==> config.mk <==
export PLATFORM = sky130hd
export DESIGN_NAME = store_buffer
export DESIGN_NICKNAME = d
export VERILOG_FILES = /design/src/rtl/sb_pkg.sv /design/src/rtl/sb_fwd_match.sv /design/src/rtl/store_buffer.sv
export SDC_FILE = /design/constraint.sdc
export NUM_CORES = 1
export LEC_CHECK = 0
export BUFFER_PORTS_ARGS = -buffer_cell sky130_fd_sc_hd__buf_4
export CORE_MARGIN = 10
export CORE_UTILIZATION = 30
export CTS_CLUSTER_SIZE = 16
export DETAILED_ROUTE_END_ITERATION = 10
export PLACE_DENSITY_LB_ADDON = 0.3
export RECOVER_POWER = 25
export SYNTH_ARGS = -nofsm -noshare
export SYNTH_HDL_FRONTEND = slang
export SYNTH_SLANG_ARGS = --single-unit
==> constraint.sdc <==
create_clock -name clk -period 16.1 [get_ports clk]
set_input_delay 2.415 -clock clk [delete_from_list [all_inputs] [get_ports clk]]
set_output_delay 2.415 -clock clk [all_outputs]
set_load 0.05 [all_outputs]
==> src/rtl/sb_pkg.sv <==
// sb_pkg: shared definitions for the store buffer.
//   SB_DEPTH  default number of buffered stores (power of 2, >= 2)
//   SB_AW     default word-address bits used for forwarding (addr[AW+1:2])
//   SB_PTR_W  pointer width for the default depth
//   sb_entry_t one buffered store: valid flag, word address, data, pc tag
package sb_pkg;

    localparam int SB_DEPTH = 4;
    localparam int SB_AW    = 10;
    localparam int SB_PTR_W = $clog2(SB_DEPTH);

    typedef struct packed {
        logic        valid;
        logic [29:0] addr;   // byte address bits [31:2]
        logic [31:0] data;
        logic [31:0] pc;
    } sb_entry_t;

endpackage

==> src/rtl/sb_fwd_match.sv <==
// sb_fwd_match: finds the youngest valid buffered store whose word address
// matches the load word address.
//   entries  in   buffer storage array
//   headPtr  in   index of the oldest entry
//   ldWord   in   load word address (ld_addr[AW+1:2])
//   hit      out  at least one valid entry matches
//   hitIdx   out  index of the youngest matching entry (valid when hit)
module sb_fwd_match
    import sb_pkg::*;
#(
    parameter int DEPTH = SB_DEPTH,
    parameter int AW    = SB_AW,
    localparam int PW   = $clog2(DEPTH)
) (
    input  sb_entry_t        entries [DEPTH],
    input  logic [PW-1:0]    headPtr,
    input  logic [AW-1:0]    ldWord,
    output logic             hit,
    output logic [PW-1:0]    hitIdx
);

    logic [PW-1:0] idx;
    logic          unusedFields;

    // Valid entries sit at head..tail-1 in age order. Walking from the head
    // and letting each later match override the earlier one leaves the
    // youngest match, i.e. the first one a search backward from tail-1 finds.
    always_comb begin
        hit    = 1'b0;
        hitIdx = '0;
        idx    = '0;
        for (int k = 0; k < DEPTH; k++) begin
            idx = headPtr + PW'(k);
            if (entries[idx].valid && entries[idx].addr[AW-1:0] == ldWord) begin
                hit    = 1'b1;
                hitIdx = idx;
            end
        end
    end

    // Upper address bits alias and data/pc are not part of the match.
    always_comb begin
        unusedFields = 1'b0;
        for (int k = 0; k < DEPTH; k++) begin
            unusedFields = unusedFields ^ (^{entries[k].addr[29:AW], entries[k].data, entries[k].pc});
        end
    end

endmodule

==> src/rtl/store_buffer.sv <==
// store_buffer: write-back FIFO between the MEM stage and the data memory.
// Stores are accepted in one cycle, drained one per cycle whenever the memory
// port is not needed by a load, and loads forward from the youngest buffered
// store to the same word.
//   clk, reset          clock (rising edge), asynchronous active-low reset
//   st_valid/st_ready   store handshake; st_addr/st_data/st_pc store payload
//   ld_valid, ld_addr   load request; ld_data result; ld_stall holds MEM
//   dm_addr/dm_we/dm_wdata/dm_pc  data-memory port; dm_rdata read data
//   sb_empty            no stores pending
//
// Handshake: a store transfers on a rising edge where st_valid && st_ready.
// st_ready depends only on registered state (not full), never on st_valid.
// A store presented while st_ready is low is not taken; upstream must hold.
module store_buffer
    import sb_pkg::*;
#(
    parameter int DEPTH = SB_DEPTH,
    parameter int AW    = SB_AW
) (
    input  logic        clk,
    input  logic        reset,
    input  logic        st_valid,
    input  logic [31:0] st_addr,
    input  logic [31:0] st_data,
    input  logic [31:0] st_pc,
    output logic        st_ready,
    input  logic        ld_valid,
    input  logic [31:0] ld_addr,
    output logic [31:0] ld_data,
    output logic        ld_stall,
    output logic [31:0] dm_addr,
    output logic        dm_we,
    output logic [31:0] dm_wdata,
    output logic [31:0] dm_pc,
    input  logic [31:0] dm_rdata,
    output logic        sb_empty
);

    localparam int PW = $clog2(DEPTH);
    localparam logic [PW:0] FULL_COUNT = (PW+1)'(DEPTH);

    sb_entry_t     entries [DEPTH];
    logic [PW-1:0] headPtr;
    logic [PW-1:0] tailPtr;
    logic [PW:0]   count;

    logic          isFull;
    logic          serveLoad;
    logic          doDrain;
    logic          doPush;
    logic          fwdHit;
    logic [PW-1:0] fwdIdx;
    logic          unusedStLow;

    assign isFull    = (count == FULL_COUNT);
    assign st_ready  = !isFull;
    assign sb_empty  = (count == '0);
    // Loads own the port unless the buffer is full; a full buffer must drain
    // first so the pipeline can make progress, and the load waits a cycle.
    assign serveLoad = ld_valid && !isFull;
    assign doDrain   = !serveLoad && (count != '0);
    assign doPush    = st_valid && !isFull;
    assign ld_stall  = ld_valid && isFull;
    assign unusedStLow = ^st_addr[1:0];

    sb_fwd_match #(
        .DEPTH (DEPTH),
        .AW    (AW)
    ) u_fwd (
        .entries (entries),
        .headPtr (headPtr),
        .ldWord  (ld_addr[AW+1:2]),
        .hit     (fwdHit),
        .hitIdx  (fwdIdx)
    );

    assign ld_data = fwdHit ? entries[fwdIdx].data : dm_rdata;

    // Port outputs are forced to zero while reset is held so the memory sees
    // a quiet port even though ld_addr may still be toggling.
    always_comb begin
        dm_we    = 1'b0;
        dm_addr  = '0;
        dm_wdata = '0;
        dm_pc    = '0;
        if (reset) begin
            if (doDrain) begin
                dm_we    = 1'b1;
                dm_addr  = {entries[headPtr].addr, 2'b00};
                dm_wdata = entries[headPtr].data;
                dm_pc    = entries[headPtr].pc;
            end else begin
                dm_addr  = ld_addr;
            end
        end
    end

    // Push and pop never target the same slot: head == tail only when the
    // buffer is empty (no pop) or full (no push).
    always_ff @(posedge clk or negedge reset) begin
        if (!reset) begin
            for (int i = 0; i < DEPTH; i++) begin
                entries[i] <= '0;
            end
            headPtr <= '0;
            tailPtr <= '0;
            count   <= '0;
        end else begin
            if (doDrain) begin
                entries[headPtr].valid <= 1'b0;
                headPtr                <= headPtr + PW'(1);
            end
            if (doPush) begin
                entries[tailPtr] <= '{valid: 1'b1, addr: st_addr[31:2], data: st_data, pc: st_pc};
                tailPtr          <= tailPtr + PW'(1);
            end
            case ({doPush, doDrain})
                2'b10:   count <= count + (PW+1)'(1);
                2'b01:   count <= count - (PW+1)'(1);
                default: count <= count;
            endcase
        end
    end

`ifndef SYNTHESIS
    // A load issued alongside a store never sees that store; if both name the
    // same word the load would silently return stale data.
    sameCycleStoreLoad: assert property (@(posedge clk) disable iff (!reset)
        !(st_valid && ld_valid && st_addr[AW+1:2] == ld_addr[AW+1:2]));
`endif

endmodule

Word-level counts from Yosys, hierarchy flattened --
Cells that the tools add are included.
Storage, ports and cells: bits in registers 387, output and inout port bits 132, word-level logic and storage cells 102
Cells by class: $add $sub $neg 6, $lt $le $gt $ge 8, eq/ne operators 7, mux-type cells 41, bitwise logic cells 6, reductions and logical operators 15
Operators with widths (number):
- $bmux 95 s2 | 5
- $mux 95 | 10
- $bwmux 380 | 2
- $mux 380 | 2
- $demux 95 s2 | 2
- $mux 32 | 7
- $mux 64 | 2
- $eq 10x10->1 | 4
- $ge 3x3->1 const B | 6
- $not 2->3 | 6
- $logic_and 1x1->1 | 10
- $mux 2 | 4
- $lt 3x1->1 const B | 2
- $mux 1 | 6
- $pmux 3 s2 | 1
- $add 2x1->2 const B | 2
- $add 2x2->2 const B | 2
- $add 3x1->3 const B | 1
- $eq 3x3->1 const B | 1
- $logic_not 3->1 | 1
- $reduce_bool 3->1 | 1
- $sub 3x1->3 const B | 1
- $eq 2x1->1 const B | 1
- $eq 2x2->1 const B | 1
- 2 further kinds | 3

Depth between registers and ports, before layout --
Gate-level depths: netlist (run 1).
depth in word-level cells 15, gate-level depth with buffers 22, gate-level depth less buffers 11

Modules after synthesis --
From an unflattened synthesis (run 1), not the netlist that was laid out.
Unflattened totals: cell total of the unflattened synthesis 1365, area, all modules 20515.9 um^2
Modules (own cells, without submodules):
- store_buffer | times used 1, cells an instance 1160, area each 18840.6 um^2
- sb_fwd_match | times used 1, cells an instance 205, area each 1675.4 um^2

Least setup slack after synthesis (run 1) --
No wires, ideal clock.
kind in2out, start input port ld_addr[3], end output port ld_data[31], data arrival time 5852 ps, setup slack 7833 ps, stages on the path 12, buffers on the path 3, path through clkbuf_1 > xnor2_1 > a32oi_1 > a221o_1 > o21ai_0 > or4b_1 > clkbuf_1 > o21ai_1 > clkbuf_1 > mux2i_1 > o21bai_1 > a31oi_1
Between the ends: longest elaborated chain between the ends 11
Ends and longest elaborated chain:
- start: declaration | RTL line store_buffer.sv:28 | input logic [31:0] ld_addr,
- $eq 10x10->1 | RTL line sb_fwd_match.sv:34 | if (entries[idx].valid && entries[idx].addr[AW-1:0] == ldWord) begin
- $logic_and 1x1->1 | RTL line sb_fwd_match.sv:34
- $mux 2 (4 in a row) | RTL line sb_fwd_match.sv:34
- $not 2->3 (implied by the code) | RTL line store_buffer.sv:77 | assign ld_data = fwdHit ? entries[fwdIdx].data : dm_rdata;
- $bmux 95 s2 | RTL line store_buffer.sv:77
- $mux 64 (implied by the code) (2 in a row) | RTL line store_buffer.sv:77
- $mux 32 * | RTL line store_buffer.sv:77
- end: declaration | RTL line store_buffer.sv:29 | output logic [31:0] ld_data,
Every way passes the cells marked *; elsewhere a longest branch is shown, timed or not. The select of a mux whose other input is x is not followed.

Final worst setup path (run 1) --
start input port reset, end output port dm_addr[8]
Between the ends: longest elaborated chain between the ends 1
Ends and longest elaborated chain:
- start: declaration | RTL line store_buffer.sv:21 | input logic reset,
- $mux 32 | RTL line store_buffer.sv:86 | if (reset) begin
- end: declaration | RTL line store_buffer.sv:31 | output logic [31:0] dm_addr,
No other way between the ends.

==> results of run 1 <==
==> per-layer routing <==
layer	up-vias	track usage	wire, um
met5	-	0	58
met3	103	0.0400	4800
met1	8723	0.204	29800
met2	540	0.270	34700
li1	7461	-	-
met4	8	0.0448	1380
==> power by group <==
| part | internal (mW) | total [mW] | switching [mW] |
|---|---|---|---|
| registers | 1.48 | 1.90 | 0.419 |
| logic | 1.57 | 3.18 | 1.61 |
| clock network | 0.722 | 1.18 | 0.457 |
| total | 3.78 | 6.26 | 2.49 |
==> logic make-up (layout without fill, tap and decap cells) <==
family,after synthesis,count (layout),synth area share
muxes,515,515,0.316
and+or+nand+nor,478,478,0.105
DFF,387,387,0.434
AOI/OAI and AO/OA,216,216,0.0816
buffers and inverters,204,424,0.0358
xor gates and xnor gates,55,55,0.0216
adders and majority gates,10,10,0.00594
other,0,2,0
==> path summary, 6_finish.rpt <==
kind	start	to	slack (ps)	cells past startpoint
min reg2reg	entries[113]$_DFFE_PN0P_	entries[113]$_DFFE_PN0P_	500	1
min	entries[113]$_DFFE_PN0P_	entries[113]$_DFFE_PN0P_	500	1
max reg2reg	count[0]$_DFFE_PN0P_	count[1]$_DFFE_PN0P_	12100	7
min in group asynchronous	reset	entries[7]$_DFFE_PN0P_	3290	1
max in group asynchronous	reset	headPtr[0]$_DFFE_PN0N_	9240	4
max	reset	dm_addr[8]	5620	6
==> per-stage QoR <==
stage | setup slack, ps | cell area (sq um) | hold slack [ps] | power, mW | util
global route | 4510 | 27000 | 508 | 6.68 | 0.368
global placement | 7060 | 25300 | 481 | 5.00 | 0.345
CTS | 6440 | 27000 | 501 | 6.33 | 0.369
finish | 5620 | 27000 | 499 | 6.26 | 0.369
detailed placement | 7010 | 25300 | 487 | 5.12 | 0.345
floorplan | 7830 | 22300 | 474 | 4.26 | -
==> sequential cells by signal (all words and copies together) (netlist names) <==
register	flops
entries	380
count	3
headPtr	2
tailPtr	2
==> cell type report <==
cell class                      instances  area, sq um
Timing Repair Buffer                  320         2420
Sequential cell                       387         9690
Tap cell                              959         1200
Inverter                               14         56.3
Clock inverter                         23          355
Clock buffer                           67         1390
Fill cell                            7181        46300
Antenna cell                            2         5.00
Multi-Input combinational cell       1274        11900
==> cell usage in the layout, fill, tap and decap left out, types with 32 or more instances in the layout <==
cell,count
o22a_1,60
buf_4,315
clkbuf_16,48
a31oi_1,32
dfrtp_1,385
a222oi_1,61
mux4_2,115
nor3_1,129
mux2_2,377
nand3_1,36
xnor2_1,38
nand2_1,88
and3_1,67
nor2_1,103
==> Yosys cell counts, types with 3 or more instances <==
library cell | count | area [sq um]
dfrtp_1 | 387 | 9680
nand3_1 | 36 | 180
and3_1 | 67 | 419
buf_2 | 6 | 30.0
o22a_1 | 60 | 526
mux4_2 | 115 | 2590
xnor2_1 | 38 | 333
nor3_1 | 129 | 646
nor2_1 | 104 | 390
o21ai_0 | 5 | 25.0
a21boi_0 | 30 | 225
inv_1 | 14 | 52.6
o32ai_1 | 4 | 35.0
a222oi_1 | 61 | 611
mux2_2 | 377 | 4250
a31oi_1 | 32 | 200
nand3b_1 | 30 | 225
buf_1 | 44 | 165
nand4_1 | 5 | 31.3
nor4_1 | 3 | 18.8
nand2_1 | 93 | 349
clkbuf_1 | 135 | 507
xor2_1 | 17 | 149
mux2i_1 | 23 | 230
buf_4 | 3 | 22.5
ha_1 | 9 | 113
==> flow_summary.ini, run 1 <==
[global_route]
first_global_vias = 18054
grt-ovfl-total = 0
grt_max_degree = 183
antenna_found_initial = 7
grt.total_usage = 0.161
grt_first_pass_wirelength_mm = 110

[clocking]
h-tree-depth = 2
cts_setup_buffers = 0
cts_root_buf = clkbuf_16
cts_sinks = 387
clock_latency_ps = 600
cts_tree = yes
cts_made_buffers = 48
clockBufferDepth = 3
clk_pin_slew_ps = 60
holdBufCountCts = 0
cts-resized-gates = 0

[sta]
fmax_mhz = 95.5
fin_crit_sh = 0.651
fin_crit_ps = 10480
final-hold-violation-count = 0
maxSlewHeadroom = -1.74
finalMaxSlewViolations = 127
setup_tns_ps = 0
skew_ps = 36.6
rsz0062_at_grt = false
setup_viol = 0
tightest_slew_ps = 4110

[floorplanning]
io_pins = 296
die_h_um = 293
initial_core_util = 0.304
placeableCoreArea_sq_mm = 0.0733
dieWidth_um = 293
rows = 99
die-area_sq_mm = 0.0857

[route]
route.vias.total = 16835
routed_wl_mm = 70.8
drt_first_pass_iters = 8
ant_nets = 0
wl_per_cell_um = 23.2
drtIter0Drc = 1338
drt-vias-per-instance = 5.53
drc = 0

[setup_path]
crit_chain = clkbuf_1 -> buf_4 -> buf_4 -> buf_4 -> a21boi_0 -> buf_4
crit_family = buffers and inverters
max_stage_delay_ps = 2840
crit_fanout = 83
cp-end-kind = output pin
crit_buf_inv = 5
required_ps = 13690
critPathKind = in2out
cp.arrival_ps = 8060
crit_path_top_delay_cell = clkbuf_1
cpMostUsedCell = buf_4
start_kind = input pin

[pwr]
powerDensity_mw_per_mm2 = 232
power.leakage_nw = 11.3
irDropWorstVdd_uv = 115

[min_path]
hp-class = reg2reg

[finish]
synthToLayoutAreaGrowth_pct = 21.0
stdcell_count = 3046
fin_nets = 2219
drive_above_1_share = 0.436

[logic_synthesis]
synth_edf_count = 0
synth_cells = 1865
synth.cell_area_sq_mm = 0.0223
synth.yosys.seq_area_share = 0.434
synth_nets = 2039
synth_cell_type_count = 54
async_flop_share = 1.00
synth_ff_type = dfrtp_1
syn_avg_cell_area_sq_um = 12.0
ys_warn_count = 0
synth_seq_cells = 387

[place]
dp_hpwl_mm = 42.8
portBuffers = 293
dp.cells = 2954
gp_congestion = 0.773

[status]
failed_checks = max-capacitance violations, max-slew violations
status = finished, violations left

[flow_run]
drv_cap = 2
Power figures use the tool's default switching activity.
==> inputs of run 2 (changes only) <==
- clock period: 16.1 -> 9.12 ns (I/O delays scaled with it)
==> run 2 against run 1 <==
The run still ends with max-capacitance violations, max-slew violations left. Final cell count grew 0.16%. Hold slack got worse by 1.7 ps. Clock skew is 5.6 ps lower. Sequential share of layout area is 0.065 points higher. Flip-flop and latch count unchanged. Die area did not move. Via count increased by 0.61%. Count of clock-buffer cells in the layout up 5. Setup slack got worse by 4300 ps. Power increased by 74%. Combinational power grew 77%. Register-to-register slack worse by 6600 ps. Largest power group unchanged.
==> flow_summary.ini, run 2 (same netlist as run 1, synthesis figures left out) <==
[clocking]
clock_latency_ps = 590
cts_sinks = 387
cts_root_buf = clkbuf_16
clk_pin_slew_ps = 60
h-tree-depth = 2
cts_setup_buffers = 0
cts_tree = yes
holdBufCountCts = 0
clockBufferDepth = 3
cts_made_buffers = 47
cts-resized-gates = 0

[setup_path]
critPathKind = reg2out
crit_fanout = 44
crit_start = headPtr[0]$_DFFE_PN0N_
rr_startpoint = count[0]$_DFFE_PN0P_
cp.arrival_ps = 6380
r2r_end = count[2]$_DFFE_PN0P_
required_ps = 7750
start_kind = flop
rr_worst_depth = 11
regToRegSetupSlack_ps = 5510
cp-end-kind = output pin

[sta]
maxSlewHeadroom = -0.422
finalMaxSlewViolations = 84
final-hold-violation-count = 0
tightest_slew_ps = 2130
skew_ps = 31.0
setup_viol = 0
fin_crit_ps = 7750
fin_crit_sh = 0.850
fmax_mhz = 129
fin_ws_ps = 1370
setup_tns_ps = 0
rsz0062_at_grt = false

[pwr]
power.leakage_nw = 11.2
irDropWorstVdd_uv = 232
powerDensity_mw_per_mm2 = 405

[global_route]
antenna_found_initial = 6
grt_max_degree = 187
grt-ovfl-total = 0
grt_first_pass_wirelength_mm = 110
grt.total_usage = 0.162
first_global_vias = 18094

[place]
place_ws_ps = 1940
gp_congestion = 0.758
dp_hpwl_mm = 44.3
portBuffers = 293

[finish]
fillers = 7189
final_common_cell = dfrtp_1
final_cell_mix = 385 x dfrtp_1, 377 x mux2_2, 318 x buf_4
largest_reg_flops = 380
synthToLayoutAreaGrowth_pct = 20.8
top_register = entries
multi_input_area_sq_mm = 0.0119
seq_area_sq_mm = 0.00969
reg_top3 = entries: 380 flops, count: 3 flops
fin_nets = 2225
drive_above_1_share = 0.435

[flow_run]
drv_cap = 2

[floorplanning]
io_pins = 296
placeableCoreArea_sq_mm = 0.0733
die_h_um = 293
initial_core_util = 0.304
rows = 99
dieWidth_um = 293
die-area_sq_mm = 0.0857

[route]
ant_nets = 0
drtIter0Drc = 1313
routed_wl_mm = 71.4
wl_per_cell_um = 23.4
drc = 0
drt_first_pass_iters = 8
drt-vias-per-instance = 5.55
route.vias.total = 16937

[min_path]
worstHoldStart = entries[100]$_DFFE_PN0P_
min_to = entries[100]$_DFFE_PN0P_
worstHoldPathCells = 1
hp-class = reg2reg

[status]
failed_checks = max-capacitance violations, max-slew violations
status = finished, violations left
==> run 2: worst max path at each step <==
stage	slack (ps)	endpoint	cells past startpoint
finish	1370	ld_data[30]	13
global route	1020	ld_data[30]	13
CTS	1260	ld_data[30]	12
detailed placement	1940	ld_data[30]	12
global placement	2060	ld_data[30]	13
floorplan	1940	ld_data[30]	21
==> run 2: metal layers <==
metal | global-route usage | vias to the layer above | wire (um)
li1 | - | 7473 | -
met1 | 0.204 | 8822 | 30200
met2 | 0.275 | 540 | 35500
met3 | 0.0354 | 100 | 4280
met4 | 0.0448 | 2 | 1400
met5 | 0 | - | 11
==> run 2: report_power, final <==
part | internal, mW | switching [mW] | total [mW] | leakage (nW)
clock | 1.13 | 0.777 | 1.91 | 0.785
sequential | 2.61 | 0.755 | 3.37 | 4.59
combinational | 2.79 | 2.85 | 5.64 | 5.87
total | 6.53 | 4.38 | 10.9 | 11.2
==> run 2: final cells by class <==
| type | count | area share |
|---|---|---|
| multi-input cells | 1274 | 0.441 |
| well taps | 959 | 0.0445 |
| clock buffers | 72 | 0.0523 |
| diodes | 4 | 0.000371 |
| flip-flops and latches | 387 | 0.359 |
| repair buffers | 327 | 0.0933 |
| clock inverters | 14 | 0.00700 |
| inverters | 14 | 0.00213 |
==> run 2: worst max-delay path, cell delays in order, from the launching register on <==
cell and delay [ps]:
dfrtp_4 730, inv_4 330, ha_1 670, buf_4 320, mux4_2 550, xor2_1 170
or4_1 620, nor2_1 380, o21ai_4 290, buf_4 300, a222oi_1 340, or4b_1 490
a31oi_1 310, buf_4 260
==> run 2: metrics by stage <==
step                power [mW]  area, sq um  hold WS (ps)  instances  utilization
floorplan                 7.52        22300           474       1865            -
global placement          8.86        25400           481       2961        0.346
detailed placement        9.07        25400           487       2961        0.346
CTS                       11.0        27000           500       3047        0.368
global route              11.6        27000           508       3050        0.368
finish                    10.9        27000           497       3051        0.368
